File: config.mk
export PLATFORM = sky130hd
export DESIGN_NAME = universal_shift_register
export DESIGN_NICKNAME = d
export VERILOG_FILES = /design/src/rtl/universal_shift_register.sv
export SDC_FILE = /design/constraint.sdc
export NUM_CORES = 1
export LEC_CHECK = 0
export CAP_MARGIN = 20
export CORE_MARGIN = 2
export CORE_UTILIZATION = 35
export CTS_BUF_LIST = sky130_fd_sc_hd__clkbuf_8
export CTS_CLUSTER_SIZE = 12
export DETAILED_ROUTE_END_ITERATION = 16
export PLACE_DENSITY_LB_ADDON = 0.12
export SLEW_MARGIN = 20
export SYNTH_ARGS = -nofsm -noshare
export SYNTH_HDL_FRONTEND = slang
export SYNTH_SLANG_ARGS = --single-unit
File: constraint.sdc
create_clock -name clk -period 1.55 [get_ports clk]
set_clock_uncertainty 0.2 [all_clocks]
set_input_delay 0.155 -clock clk [delete_from_list [all_inputs] [get_ports clk]]
set_output_delay 0.155 -clock clk [all_outputs]
set_load 0.02 [all_outputs]
File: src/rtl/universal_shift_register.sv
// rtl/universal_shift_register.sv - WIDTH-bit universal shift register with load, shifts, rotates, clear
// Saturating shift counter and registered zero flag track the register contents.
module universal_shift_register #(
  parameter int          WIDTH       = 8,
  parameter logic [63:0] RESET_VALUE = '0,
  parameter int          CNT_WIDTH   = 4
) (
  input  logic                 clk,
  input  logic                 reset,
  input  logic                 en,
  input  logic [2:0]           mode,
  input  logic [WIDTH-1:0]     d,
  input  logic                 sin_l,
  input  logic                 sin_r,
  output logic [WIDTH-1:0]     q,
  output logic [WIDTH-1:0]     qbar,
  output logic                 sout_l,
  output logic                 sout_r,
  output logic [CNT_WIDTH-1:0] shift_cnt,
  output logic                 zero
);

  localparam logic [WIDTH-1:0]     RST_Q   = RESET_VALUE[WIDTH-1:0];
  localparam logic [CNT_WIDTH-1:0] CNT_MAX = {CNT_WIDTH{1'b1}};

  localparam logic [2:0] M_HOLD  = 3'd0;
  localparam logic [2:0] M_LOAD  = 3'd1;
  localparam logic [2:0] M_SHL   = 3'd2;
  localparam logic [2:0] M_SHR   = 3'd3;
  localparam logic [2:0] M_ROL   = 3'd4;
  localparam logic [2:0] M_ROR   = 3'd5;
  localparam logic [2:0] M_ASR   = 3'd6;
  localparam logic [2:0] M_CLEAR = 3'd7;

  logic [WIDTH-1:0]     r_q;
  logic [CNT_WIDTH-1:0] r_cnt;
  logic                 r_zero;

  logic [WIDTH-1:0]     w_q_next;
  logic                 w_cnt_clr;
  logic                 w_cnt_inc;

  always_comb begin
    w_q_next  = r_q;
    w_cnt_clr = 1'b0;
    w_cnt_inc = 1'b0;
    unique case (mode)
      M_HOLD:  w_q_next = r_q;
      M_LOAD:  begin
        w_q_next  = d;
        w_cnt_clr = 1'b1;
      end
      M_SHL:   begin
        w_q_next  = {r_q[WIDTH-2:0], sin_l};
        w_cnt_inc = 1'b1;
      end
      M_SHR:   begin
        w_q_next  = {sin_r, r_q[WIDTH-1:1]};
        w_cnt_inc = 1'b1;
      end
      M_ROL:   begin
        w_q_next  = {r_q[WIDTH-2:0], r_q[WIDTH-1]};
        w_cnt_inc = 1'b1;
      end
      M_ROR:   begin
        w_q_next  = {r_q[0], r_q[WIDTH-1:1]};
        w_cnt_inc = 1'b1;
      end
      M_ASR:   begin
        w_q_next  = {r_q[WIDTH-1], r_q[WIDTH-1:1]};
        w_cnt_inc = 1'b1;
      end
      M_CLEAR: begin
        w_q_next  = '0;
        w_cnt_clr = 1'b1;
      end
      default: w_q_next = r_q;
    endcase
  end

  // zero is computed from the next-state value so it lines up with q
  always_ff @(posedge clk or posedge reset) begin
    if (reset) begin
      r_q    <= RST_Q;
      r_cnt  <= '0;
      r_zero <= (RST_Q == '0);
    end else if (en) begin
      r_q    <= w_q_next;
      r_zero <= (w_q_next == '0);
      if (w_cnt_clr) begin
        r_cnt <= '0;
      end else if (w_cnt_inc && (r_cnt != CNT_MAX)) begin
        r_cnt <= r_cnt + 1'b1;
      end
    end
  end

  assign q         = r_q;
  assign qbar      = ~r_q;
  assign sout_l    = r_q[WIDTH-1];
  assign sout_r    = r_q[0];
  assign shift_cnt = r_cnt;
  assign zero      = r_zero;

endmodule

==> impl_metrics.tcl <==
set metrics [dict create \
    status "complete, but fails checks" \
    violations "setup timing" \
    path_cells "and3b_2 -> a21oi_1 -> a31o_1 -> buf_4 -> nor2_1 -> o41ai_2" \
    grt_pass1_wl_microns 6500 \
    cp-startpoint "q[6]" \
    totalWireLength_microns 4170 \
    fmax_mhz 592 \
    max_stage_delay_ns 0.43 \
    root_buffer "clkbuf_8" \
    path_max_fanout 3 \
    die_x_microns 58.4 \
    p_leak_nw 0.916 \
    fillers 226 \
    async_reset_ff_share_pct 100 \
    worst_slew_pin_slew_ns 0.532 \
    area_delta_synth_final_pct 90.8 \
    avgSynthCellArea_sq_um 8.22 \
    reg2regPathDepth 6 \
    wl_per_cell_microns 17.2 \
    crit_slowest_cell "dfrtp_2" \
    fin_tns_setup_ns -0.142 \
    synthDistinctLibCells 44 \
    synth_seq_cells 13 \
    final-hold-violation-count 0 \
    rsz0062_at_grt "true" \
    viasPerCell 5.50 \
    diodes 0 \
    crit_required_ns 1.50 \
    synth_top_family_by_area "compound AO/OA/AOI/OAI gates" \
    final_common_cell "buf_4" \
    cts_tree "done" \
    numClockSinks 13 \
    synth_simple_gate_area_share_pct 19.4 \
    dr.pass1.iters 4 \
    finalNonFillerCells 243 \
    io_pins 39 \
    critical_path_class "flip-flop to flip-flop" \
    die_y_microns 58.4 \
    drtIter0Drc 68 \
    yosys.area_share.adder_pct 1.21 \
    vias 1336 \
    synth_top_flop_cell "dfrtp_1" \
    hpwl_microns 2780 \
    cp.arrival_ns 1.64 \
    p_per_area_nw_per_um2 980 \
    synth_edf_count 0 \
    cts_buffer_depth 2 \
    clock_latency_ns 0.24 \
    dpl_cell_area_sq_um 1720 \
    grt-ovfl-total 0 \
    dp.cells 225 \
    worst_slack_ns -0.138 \
    worst_setup_path_endpoint "zero" \
    syn_nets 143 \
    finalMaxSlewViolations 0 \
    initial_core_util_pct 37.2 \
    synth_area_leaders "dfrtp_1 (29%), a21oi_1 (5.3%), o21ai_0 (4.8%)" \
    r2r_slack_ns -0.14 \
    fin_nets 230 \
    synth_xor_area_share_pct 3.26 \
    finalCriticalPeriod_ns 1.69 \
    end_kind "flip-flop" \
    htreeDepth 1 \
    r2r-start "q[6]" \
    crit_cells 6 \
    grt_pass1_vias 1373 \
    grt_start_max_net_pins 14 \
    critPathTopFamily "compound AO/OA/AOI/OAI gates" \
    path_clk_slew_ns 0.06 \
    grt_usage_pct 25.2 \
    core_area_sq_um 2780 \
    setup_viol 2 \
    final_cell_mix "buf_4 (47), dlygate4sd2_1 (18), clkdlybuf4s50_1 (12)" \
    ant_nets 0 \
    fin_area_sq_um 1980 \
    r2r-end "zero" \
    hold_class "primary input to async pin" \
    rows 19 \
    holdBufCountCts 0 \
    die-area_sq_um 3410 \
    drv_cap 0 \
    drc 0 \
    drive_above_1_share_pct 46.7 \
    place_ws_ns -0.689 \
    critPathLaunchType "flip-flop" \
    cts-buffers-inserted 3 \
    seq_area_frac_synth_pct 31.5 \
    ir_worst_vdd_v 0.000892 \
    gp_congestion 0.899 \
    utilization_pct 71.1 \
    synth_compound_area_share_pct 29.3 \
    synth_top_cell_by_area "dfrtp_1" \
    synth_top_area_share_pct 29.0 \
    synth_cells 126 \
    yosysWarnings 0 \
    fin_crit_sh_pct 109 \
    syn-cell-area_sq_um 1040 \
    yosys-mux-area-fraction_pct 4.95 \
    port_buffers 38 \
    cp_num_buf_inv 1 \
    max-slew-margin-rel_pct 64.5 \
    antenna_found_initial 0 \
]
==> cell type report <==
cell class | count | area [sq um] | share of cell area [%]
multi-input cells | 92 | 743 | 37.6
repair buffers | 92 | 773 | 39.1
inverters | 11 | 41.3 | 2.09
flip-flops and latches | 13 | 335 | 17.0
clock buffers | 3 | 41.3 | 2.09
well taps | 31 | 38.8 | 1.96
clock inverters | 1 | 3.75 | 0.190
==> timing repair <==
action,4_1_cts,5_1_grt
endpoints found under the setup margin,36,15
setup buffers,10,3
gates resized for setup,54,23
cloned,1,0
pin swaps,11,12
==> synth_stat cells, drive strengths merged (2+ instances only) <==
library cell,count
mux2i,4
o22ai,3
nand4,3
nand3,5
buf,6
o221ai,4
dfrtp,12
nand2,8
a21oi,11
or3,2
and2,3
a221oi,2
inv,11
a31oi,2
or2,3
xor2,2
o21a,2
o211ai,2
nor2,10
clkbuf,4
o21ai,10
==> worst min path at each step <==
stage	depth (start not counted)	to
6_report	2	q[2]
5_1_grt	2	q[2]
4_1_cts	2	shift_cnt[2]
3_5_place_dp	2	zero
3_3_place_gp	2	zero
2_1_floorplan	1	q[0]
==> per-layer routing <==
layer | share of wire [%] | track usage (%) | wire length, microns | up-vias
li1 | - | - | - | 633
met1 | 45 | 33.7 | 1860 | 654
met2 | 49 | 41.1 | 2040 | 43
met3 | 5.1 | 4.40 | 214 | 6
met4 | 1.1 | 8.64 | 46 | 0
met5 | 0 | 0 | 0 | -
==> worst register-to-register path, delay by kind of cell (launching register included) <==
kind	cells	cell delay (ns)
buf+inv	1	0.13
compound gates	3	0.58
flops	1	0.43
simple gates	2	0.26
==> cells by family (layout without fill, tap and decap cells) <==
logic type,after synthesis,in the layout
flip-flops,13,13
multiplexers,5,5
AND/OR/NAND/NOR,39,39
XOR/XNOR,3,3
AO/OA/AOI/OAI,44,44
adder cells (fa/ha/maj),1,1
buffers and inverters,21,107
==> per-stage QoR <==
step,power (mW),hold WS [ns]
6_report,1.94,0.0493
3_5_place_dp,1.58,0.290
3_3_place_gp,1.57,0.298
5_1_grt,2.06,0.0916
2_1_floorplan,1.01,-0.169
4_1_cts,1.88,0.0623
==> sequential cells by signal, indices dropped and copies added (netlist names) <==
register,flops
q,8
shift_cnt,4
zero,1
==> power breakdown <==
part	switching (mW)	internal (mW)	total, mW	leakage, nW
logic	0.565	0.542	1.11	0.744
registers	0.102	0.430	0.532	0.145
clock network	0.124	0.175	0.299	0.0269
total	0.790	1.15	1.94	0.916
No activity file was read; power rests on OpenSTA's default activity.
